===== src/rtl/pwm_dt_pkg.sv =====
// pwm_dt_pkg: shared types and defaults for the dead-time PWM splitter.
package pwm_dt_pkg;

  localparam int DT_W_DEF = 8;

  typedef enum logic [2:0] {
    ST_OFF   = 3'd0,
    ST_DEAD  = 3'd1,
    ST_HI    = 3'd2,
    ST_LO    = 3'd3,
    ST_FAULT = 3'd4
  } state_e;

endpackage


===== src/rtl/pwm_dt_cnt.sv =====
// pwm_dt_cnt: loadable down-counter with a zero flag; saturates at 0.
module pwm_dt_cnt #(
  parameter int W = 8
) (
  input  logic         clk,
  input  logic         rst,
  input  logic         load,
  input  logic [W-1:0] load_val,
  input  logic         dec,
  output logic         zero
);

  logic [W-1:0] cnt;

  // load wins over decrement; decrement stops at zero so the count never wraps
  always_ff @(posedge clk or posedge rst) begin
    if (rst)                   cnt <= '0;
    else if (load)             cnt <= load_val;
    else if (dec && cnt != '0) cnt <= cnt - 1'b1;
  end

  assign zero = (cnt == '0);

endmodule


===== src/rtl/pwm_deadtime.sv =====
// pwm_deadtime: splits a timer PWM into complementary high/low gate drives
// with programmable dead time. Optional fault latch under `PWM_DT_FAULT_EN.
module pwm_deadtime
  import pwm_dt_pkg::*;
#(
  parameter int DT_W = DT_W_DEF
) (
  input  logic            wb_clk_i,
  input  logic            wb_rst_i,
  input  logic            pwm_i,
  input  logic            oen_i,
  input  logic            en_i,
  input  logic [DT_W-1:0] dt_rise_i,
  input  logic [DT_W-1:0] dt_fall_i,
  input  logic            fault_i,
  input  logic            fault_clr_i,
  output logic            pwm_hi_o,
  output logic            pwm_lo_o,
  output logic            fault_o,
  output logic [2:0]      state_o
);

  state_e          state, state_n;
  logic            target, target_n;
  logic            cnt_load, cnt_dec, cnt_zero;
  logic [DT_W-1:0] cnt_val;
  logic            run;

  // driver is only allowed to run while both the block and the pad are enabled
  assign run = en_i & oen_i;

  pwm_dt_cnt #(.W(DT_W)) u_cnt (
    .clk      (wb_clk_i),
    .rst      (wb_rst_i),
    .load     (cnt_load),
    .load_val (cnt_val),
    .dec      (cnt_dec),
    .zero     (cnt_zero)
  );

  // state and target registers; async reset drops outputs immediately
  always_ff @(posedge wb_clk_i or posedge wb_rst_i) begin
    if (wb_rst_i) begin
      state  <= ST_OFF;
      target <= 1'b0;
    end else begin
      state  <= state_n;
      target <= target_n;
    end
  end

  // next-state and counter control; dt inputs only matter on a load
  always_comb begin
    state_n  = state;
    target_n = target;
    cnt_load = 1'b0;
    cnt_dec  = 1'b0;
    cnt_val  = pwm_i ? dt_rise_i : dt_fall_i;
    case (state)
      ST_OFF: begin
        if (run) begin
          state_n  = ST_DEAD;
          target_n = pwm_i;
          cnt_load = 1'b1;
        end
      end
      ST_DEAD: begin
        if (!run) begin
          state_n = ST_OFF;
        end else if (pwm_i != target) begin
          // input flipped mid-dead-time: restart with the new side's delay
          target_n = pwm_i;
          cnt_load = 1'b1;
        end else if (cnt_zero) begin
          state_n = target ? ST_HI : ST_LO;
        end else begin
          cnt_dec = 1'b1;
        end
      end
      ST_HI: begin
        if (!run) begin
          state_n = ST_OFF;
        end else if (!pwm_i) begin
          state_n  = ST_DEAD;
          target_n = 1'b0;
          cnt_load = 1'b1;
        end
      end
      ST_LO: begin
        if (!run) begin
          state_n = ST_OFF;
        end else if (pwm_i) begin
          state_n  = ST_DEAD;
          target_n = 1'b1;
          cnt_load = 1'b1;
        end
      end
`ifdef PWM_DT_FAULT_EN
      ST_FAULT: begin
        // clear is honoured only once the fault source has gone away
        if (fault_clr_i && !fault_i) state_n = ST_OFF;
      end
`endif
      default: state_n = ST_OFF;
    endcase
`ifdef PWM_DT_FAULT_EN
    if (fault_i) begin
      state_n  = ST_FAULT;
      cnt_load = 1'b0;
      cnt_dec  = 1'b0;
    end
`endif
  end

  // Moore outputs decoded from the registered state only
  always_comb begin
    pwm_hi_o = (state == ST_HI);
    pwm_lo_o = (state == ST_LO);
    state_o  = state;
`ifdef PWM_DT_FAULT_EN
    fault_o  = (state == ST_FAULT);
`else
    fault_o  = 1'b0;
`endif
  end

`ifndef PWM_DT_FAULT_EN
  // fault inputs have no function in this build
  logic unused_fault;
  assign unused_fault = &{1'b0, fault_i, fault_clr_i};
`endif

endmodule


===== config.mk =====
export PLATFORM = sky130hd
export DESIGN_NAME = pwm_deadtime
export DESIGN_NICKNAME = d
export VERILOG_FILES = /design/src/rtl/pwm_dt_pkg.sv /design/src/rtl/pwm_dt_cnt.sv /design/src/rtl/pwm_deadtime.sv
export SDC_FILE = /design/constraint.sdc
export NUM_CORES = 1
export LEC_CHECK = 0
export CORE_ASPECT_RATIO = 1.25
export CORE_UTILIZATION = 35
export DETAILED_ROUTE_END_ITERATION = 10
export GPL_ROUTABILITY_DRIVEN = 0
export GPL_TIMING_DRIVEN = 0
export PLACE_DENSITY = 0.75
export SLEW_MARGIN = 20
export SYNTH_ARGS = -nofsm -noshare
export SYNTH_HDL_FRONTEND = slang
export SYNTH_SLANG_ARGS = --single-unit
export TNS_END_PERCENT = 20

===== constraint.sdc =====
create_clock -name wb_clk_i -period 3.4 [get_ports wb_clk_i]
set_input_delay 0.51 -clock wb_clk_i [delete_from_list [all_inputs] [get_ports wb_clk_i]]
set_output_delay 0.51 -clock wb_clk_i [all_outputs]
set_load 0.02 [all_outputs]

==> results of run 1 <==
path summary, 6_finish.rpt:
kind	end	from	cells past startpoint
max in group asynchronous	u_cnt.cnt[3]$_DFFE_PP0P_	wb_rst_i	2
setup reg to reg	u_cnt.cnt[4]$_DFFE_PP0P_	u_cnt.cnt[0]$_DFFE_PP0P_	7
hold / removal	u_cnt.cnt[4]$_DFFE_PP0P_	wb_rst_i	2
min in group wb_clk_i	u_cnt.cnt[7]$_DFFE_PP0P_	u_cnt.cnt[7]$_DFFE_PP0P_	2
setup / recovery	pwm_hi_o	state_o[0]$_DFFE_PP0P_	3
hold reg to reg	u_cnt.cnt[7]$_DFFE_PP0P_	u_cnt.cnt[7]$_DFFE_PP0P_	2
worst reg2reg max path, stage by stage, from the launching register on:
cell and delay [ps]:
dfrtp_1 390, inv_1 60, ha_1 210, nor3b_1 180, a2111oi_4 570, and3b_1 250, xnor2_1 120, mux2i_1 80
sequential cells by signal, indices dropped and copies added, names as in the netlist:
name       flops
state_o        2
target         1
u_cnt.cnt      8
routing by layer:
metal	wire length (um)	GRT usage	vias up
met3	52	0.0196	4
li1	-	-	328
met5	0	0	-
met1	639	0.177	307
met4	36	0.104	0
met2	761	0.221	18
cell usage in the layout (no fill, tap or decap):
| cell type | n |
|---|---|
| dfrtp_1 | 11 |
| nand4b_1 | 1 |
| nor4_2 | 1 |
| nor3_1 | 1 |
| a211oi_4 | 1 |
| nor2b_1 | 2 |
| and3b_1 | 1 |
| buf_6 | 1 |
| o21ai_0 | 3 |
| nor2_1 | 1 |
| clkbuf_4 | 3 |
| conb_1 | 2 |
| ha_1 | 1 |
| nand3_1 | 2 |
| a21oi_1 | 3 |
| xnor2_1 | 2 |
| mux2i_1 | 16 |
| xor2_1 | 5 |
| nor3b_1 | 2 |
| clkdlybuf4s50_1 | 23 |
| a2111oi_4 | 1 |
| nand2b_1 | 2 |
| nand3b_1 | 1 |
| o22ai_1 | 1 |
| a31oi_1 | 1 |
| xor2_2 | 1 |
| inv_1 | 6 |
| buf_4 | 2 |
| clkbuf_1 | 2 |
| nand2_1 | 9 |
cell type report:
type	count	area [sq um]	area share
tap	31	38.8	0.0352
timing repair buffer	23	230	0.209
multi-input combinational	60	478	0.434
clock buffer	4	26.3	0.0239
buffer	4	30.0	0.0273
inverter	6	22.5	0.0205
sequential	11	275	0.250
cell families after synthesis:
family	Yosys count	share of synthesized area
compound gates	10	0.112
simple gates	23	0.162
other cells	1	0.00468
xor+xnor	8	0.0967
buf+inv	10	0.0655
mux	16	0.200
flops	11	0.343
fa+ha+maj	1	0.0156
metrics by stage:
step                power (mW)  worst slack, ps
floorplan                0.265             1570
CTS                      0.398             1340
global placement         0.303             1160
global route             0.422             1270
detailed placement       0.309             1140
finish                   0.393             1340
power by group:
group	leakage [nW]	internal (mW)	switching [mW]
Sequential	0.132	0.157	0.0285
Combinational	0.307	0.0673	0.0529
Clock	0.0150	0.0454	0.0424
Total	0.455	0.269	0.124
==> results.toml, run 1 <==
[run_status]
status = "finished, final reports clean"

[critical_path]
crit_chain = "nand2b_1, inv_1, clkdlybuf4s50_1"
path_class = "reg2out"
cpPeakStageDelay_ps = 590
end_kind = "output port"
worstPathMaxFanout = 7
critPathTopFamily = "buffers and inverters"
cp.arrival_ps = 1550
reg2reg_slack_ps = 1390
cp.required_ps = 2890
path_buf_inv = 2
critPathLaunchType = "register"
cp_slowest_cell = "clkdlybuf4s50_1"

[placement]
placed_cells = 135
dp_hpwl_mm = 1.17
placed_area_sq_mm = 0.00107
io_buffer_count = 23

[timing]
fin_crit_sh = 0.605
setup_viol = 0
period_needed_ps = 2060
setup_tns_ps = 0
clock.fmax_mhz = 486
worst_slew_pin_slew_ps = 581
fin_skew_ps = 1.93
rsz0062_at_grt = "false"
report.final.hold_viol_count = 0
holdWs_ps = 536
slew_headroom = 0.612
slew_violations = 0

[final_layout]
finish.utilization = 0.503
drive_gt1_frac = 0.0926
finalNonFillerCells = 139
final_design_area_no_fill_sq_mm = 0.00110
syn2layout_area_growth_pct = 37.3
n_fill_cell = 220
fin_nets = 133
diodes = 0

[yosys]
ys_ff_latch = 11
ys.flop_type = "dfrtp_1"
synth_cell_types = 28
synth_area_leaders = "dfrtp_1, mux2i_1, xor2_1, nand2_1, a2111oi_4"
synth_edf_count = 0
synth_top_area_frac = 0.343
synth-seq-area-share = 0.343
yosysWarnings = 0
netlist_instances = 80
synth_area_sq_um = 802
synthArstFlopShare = 1.00
yosysMostFrequentCell = "mux2i_1"
ys_top_cells_by_count = "mux2i_1, dfrtp_1, nand2_1, inv_1, xor2_1"
synth_top_area_cell = "dfrtp_1"
synth.avg_cell_area_sq_um = 10.0

[clocking]
cts_resized = 0
postCtsSetupRepairBufs = 0
ctsLongestPathBuffers = 2
root_buffer = "clkbuf_4"
htreeDepth = 1
path_clk_slew_ps = 70
clk_latency_ps = 260
clkSinkCount = 11
cts_tree = "built"
cts_hold_buffers = 0
numCtsBuffers = 3

[global_route]
antenna_found_initial = 0
grt_overflow = 0
grt_usage = 0.144
first_global_vias = 614
grt_pass1_wl_mm = 2.57
grt_max_degree = 12

[routing]
wire_per_inst_um = 10.7
route.detailed.drc = 0
drt_first_pass_iters = 4
via_count = 657
ant_nets = 0
viasPerCell = 4.73
drt_wl_total_mm = 1.49
drt_iter0_markers = 12

[die]
dieArea_sq_mm = 0.00249
core_area_sq_mm = 0.00219
fp.dieH_um = 55.5
rows = 19
chipWidth_um = 44.8
initial_utilization = 0.367
io_pins = 29

[power]
ir_drop_v = 0.000168
p_leak_nw = 0.455
power_density_mw_per_mm2 = 357

[run]
cap_violations = 0

[hold_path]
min_path_type = "in2async"
Power figures use the tool's default switching activity.
==> run 2, diff against run 1 <==
PLACE_DENSITY = 0.78   (was 0.75)
clock period = 1.7 ns   (was 3.4 ns; I/O delays follow)
==> results.toml, run 2 (synthesis gave the netlist of run 1 again) <==
[die]
rows = 19
core_area_sq_mm = 0.00219
io_pins = 29
dieArea_sq_mm = 0.00249
initial_utilization = 0.367
fp.dieH_um = 55.5
chipWidth_um = 44.8

[routing]
wire_per_inst_um = 11.3
top_layer_used = "met4"
viasPerCell = 4.68
wl_met3_um = 47
wl_met1_um = 649
drt_wl_total_mm = 1.63
via_count = 674
route.detailed.drc = 0
ant_nets = 0
drt_iter0_markers = 6
wl_met2_um = 893
drt_first_pass_iters = 2

[timing]
fin_crit_sh = 1.07
setup_slack_ps = -112
slew_headroom = 0.604
period_needed_ps = 1810
setup_viol = 7
slew_violations = 0
report.final.hold_viol_count = 0
clock.fmax_mhz = 552
rsz0062_at_grt = "true"
setup_tns_ps = -505
worst_slew_pin_slew_ps = 591
fin_skew_ps = 9.47

[hold_path]
min_path_type = "in2async"

[placement]
dp_hpwl_mm = 1.25
io_buffer_count = 23
placed_cells = 135

[power]
p_leak_nw = 0.497
ir_drop_v = 0.000391
power_density_mw_per_mm2 = 730

[critical_path]
cp_num_cells = 8
critPathLaunchType = "register"
worstPathMaxFanout = 7
cp.arrival_ps = 1950
cpPeakStageDelay_ps = 450
path_buf_inv = 2
cp_slowest_cell = "a2111oi_4"
critPathTopFamily = "compound AO/OA/AOI/OAI gates"
path_class = "reg2reg"
r2r_cells = 8
end_kind = "register"
crit_chain = "inv_1, ha_2, nor3b_4, a2111oi_4, buf_4, nand2_2, xor2_1, mux2i_1"
cp.required_ps = 1840

[clocking]
path_clk_slew_ps = 80
htreeDepth = 1
cts_tree = "built"
root_buffer = "clkbuf_4"
clkSinkCount = 11
numCtsBuffers = 3
clk_latency_ps = 280
ctsLongestPathBuffers = 2

[run_status]
violations = "negative setup slack"
status = "finished, violations left"

[global_route]
grt_usage = 0.146
antenna_found_initial = 0
first_global_vias = 663
grt_overflow = 0
grt_max_degree = 12
grt_pass1_wl_mm = 2.70

[final_layout]
regMostFlops = "u_cnt.cnt"
layout_commonest_cell = "clkdlybuf4s50_1"
finish.utilization = 0.529
final_cell_mix = "clkdlybuf4s50_1, mux2i_1, dfrtp_1"
drive_gt1_frac = 0.186
largest_reg_flops = 8
diodes = 0
fin_nets = 138
syn2layout_area_growth_pct = 44.3
finalNonFillerCells = 144

[run]
cap_violations = 0
## run 2: through the flow
stage,setup WS [ps],instance area [sq um],power (mW),hold slack (ps)
after global placement,-296,1090,0.619,568
after floorplan,-40.8,820,0.545,107
after global routing,-266,1160,0.904,317
after CTS,-136,1140,0.843,280
final,-112,1160,0.845,263
after detailed placement,-315,1090,0.634,581
## run 2: routing by layer
layer,vias to the layer above,GRT usage
met5,-,0
met3,4,0.0131
met4,0,0.0736
li1,336,-
met2,17,0.254
met1,317,0.170
## run 2: worst reg2reg max path, delay by kind of cell (launching register included)
kind / cells / cell delay (ps)
flip-flops: 1 / 360
adder cells (fa/ha/maj): 1 / 180
buffers and inverters: 2 / 250
multiplexers: 1 / 90
AO/OA/AOI/OAI: 1 / 450
XOR/XNOR: 1 / 160
AND/OR/NAND/NOR: 2 / 210
## run 2: layout make-up
type	count	area, sq um
fillers	212	1030
multi-input cells	60	497
inverters	6	22.5
clock inverters	1	5.00
repair buffers	28	265
well taps	31	38.8
plain buffers	4	30.0
flip-flops and latches	11	277
clock buffers	3	22.5
## run 2: report_power, final
part	switching, mW	leakage (nW)	internal, mW
Clock	0.0943	0.0177	0.0872
Combinational	0.125	0.348	0.166
Sequential	0.0580	0.131	0.314
Total	0.278	0.497	0.567
## run 2: repair_timing
action | 4_1_cts | 5_1_grt
setup endpoints to repair | 10 | 10
buffers inserted | 4 | 1
cloned | 0 | 0
hold buffers | 0 | 0
pin swaps | 5 | 8
gates resized for setup | 2 | 3
## run 2: worst paths after layout
path / slack [ps] / endpoint / start
setup / recovery: -110 / u_cnt.cnt[3]$_DFFE_PP0P_ / u_cnt.cnt[1]$_DFFE_PP0P_
hold / removal: 260 / state_o[1]$_DFFE_PP0P_ / wb_rst_i
setup reg to reg: -110 / u_cnt.cnt[3]$_DFFE_PP0P_ / u_cnt.cnt[1]$_DFFE_PP0P_
hold reg to reg: 610 / u_cnt.cnt[6]$_DFFE_PP0P_ / u_cnt.cnt[6]$_DFFE_PP0P_
max in group asynchronous: 1110 / target$_DFFE_PP0P_ / wb_rst_i
min in group wb_clk_i: 340 / u_cnt.cnt[2]$_DFFE_PP0P_ / pwm_i
==> run 3, diff against run 2 <==
RECOVER_POWER = 50   (was not set)
==> results.toml, run 3 (synthesis gave the netlist of run 1 again) <==
[final_layout]
final_design_area_no_fill_sq_mm = 0.00116
fin_nets = 138
drive_gt1_frac = 0.186
diodes = 0
final_cell_mix = "clkdlybuf4s50_1, mux2i_1, dfrtp_1"
finish.utilization = 0.529
regMostFlops = "u_cnt.cnt"
finalNonFillerCells = 144
largest_reg_flops = 8
n_fill_cell = 212
layout_commonest_cell = "clkdlybuf4s50_1"
syn2layout_area_growth_pct = 44.3

[die]
initial_utilization = 0.367
fp.dieH_um = 55.5
rows = 19
io_pins = 29
dieArea_sq_mm = 0.00249
chipWidth_um = 44.8
core_area_sq_mm = 0.00219

[clocking]
clk_latency_ps = 280
numCtsBuffers = 3
path_clk_slew_ps = 80
root_buffer = "clkbuf_4"
cts_tree = "built"
htreeDepth = 1
cts_hold_buffers = 0
ctsLongestPathBuffers = 2
clkSinkCount = 11

[global_route]
grt_overflow = 0
busiest_layer = "met2"
grtUsageMet2 = 0.254
grt_max_degree = 12
antenna_found_initial = 0
first_global_vias = 663
grtUsageMet1 = 0.170
grt_usage = 0.146
grt_pass1_wl_mm = 2.70
use_met3 = 0.0131

[routing]
drt_wl_total_mm = 1.62
via_count = 674
wire_per_inst_um = 11.3
drt_first_pass_iters = 2
ant_nets = 0
drt_iter0_markers = 6
route.detailed.drc = 0
viasPerCell = 4.68

[hold_path]
min_path_type = "in2reg"

[power]
pwr-share-seq = 0.440
internal_power_mw = 0.567
swShare = 0.329
pwr-share-comb = 0.345
total_power_mw = 0.844
ir_drop_v = 0.000391
power.share.clock = 0.215
p_leak_nw = 0.498
power_density_mw_per_mm2 = 730
p_sw_mw = 0.278

[critical_path]
critPathLaunchType = "register"
path_class = "reg2reg"
end_kind = "register"
worstPathMaxFanout = 7
cpPeakStageDelay_ps = 450
crit_chain = "inv_1, ha_2, nor3b_4, a2111oi_4, buf_4, nand2_2, xor2_1, mux2i_1"
path_buf_inv = 2
cp_slowest_cell = "a2111oi_4"
cp.arrival_ps = 1950
critPathTopFamily = "compound AO/OA/AOI/OAI gates"
cp.required_ps = 1840

[timing]
clock.fmax_mhz = 552
rsz0062_at_grt = "true"
slew_headroom = 0.604
holdWs_ps = 342
period_needed_ps = 1810
fin_crit_sh = 1.07
setup_tns_ps = -505
worst_slew_pin_slew_ps = 591
setup_viol = 7
report.final.hold_viol_count = 0
slew_violations = 0
setup_slack_ps = -112
fin_skew_ps = 9.47

[run_status]
status = "finished, violations left"
violations = "negative setup slack"

[placement]
placed_cells = 135
placed_area_sq_mm = 0.00109
dp_hpwl_mm = 1.25
io_buffer_count = 23
dp_slack_ps = -315

[run]
cap_violations = 0
-- run 3: routing by layer --
metal  share of wire  wire, um
met1            0.40       649
met2            0.55       893
met3           0.029        47
met4           0.022        35
met5               0         0
-- run 3: worst paths after layout --
| check | start | end | slack, ps | cells after the start |
|---|---|---|---|---|
| worst min-delay path | pwm_i | u_cnt.cnt[2]$_DFFE_PP0P_ | 340 | 3 |
| worst max-delay path | u_cnt.cnt[1]$_DFFE_PP0P_ | u_cnt.cnt[3]$_DFFE_PP0P_ | -110 | 8 |
| max in group asynchronous | wb_rst_i | target$_DFFE_PP0P_ | 970 | 2 |
| min in group asynchronous | wb_rst_i | state_o[1]$_DFFE_PP0P_ | 400 | 2 |
| worst min register to register | u_cnt.cnt[6]$_DFFE_PP0P_ | u_cnt.cnt[6]$_DFFE_PP0P_ | 610 | 2 |
| worst max register to register | u_cnt.cnt[1]$_DFFE_PP0P_ | u_cnt.cnt[3]$_DFFE_PP0P_ | -110 | 8 |
-- run 3: repair_timing --
| item | 4_1_cts | 5_1_grt |
|---|---|---|
| resized for setup | 2 | 3 |
| pin swaps | 5 | 8 |
| endpoints found under the setup margin | 10 | 10 |
| buffers inserted | 4 | 1 |
-- run 3: cell type report --
cell class              instances  area (sq um)  share of cell area
repair buffers                 28           265               0.229
flip-flops and latches         11           277               0.239
plain buffers                   4          30.0              0.0259
inverters                       6          22.5              0.0195
clock inverters                 1          5.00             0.00432
multi-input cells              60           497               0.429
clock buffers                   3          22.5              0.0195
well taps                      31          38.8              0.0335
-- run 3: worst reg2reg max path, stage by stage, from the launching register on --
cell       delay, ps
dfrtp_1          360
inv_1             50
ha_2             180
nor3b_4          160
a2111oi_4        450
buf_4            200
nand2_2           50
xor2_1           160
mux2i_1           90
-- run 3: power groups by stage --
| stage | sequential [mW] | combinational, mW | clock, mW |
|---|---|---|---|
| after detailed placement | 0.380 | 0.254 | 0 |
| final | 0.372 | 0.291 | 0.182 |
| after global routing | 0.379 | 0.320 | 0.205 |
| after CTS | 0.370 | 0.287 | 0.186 |
| after global placement | 0.376 | 0.243 | 0 |
| after floorplan | 0.370 | 0.175 | 0 |
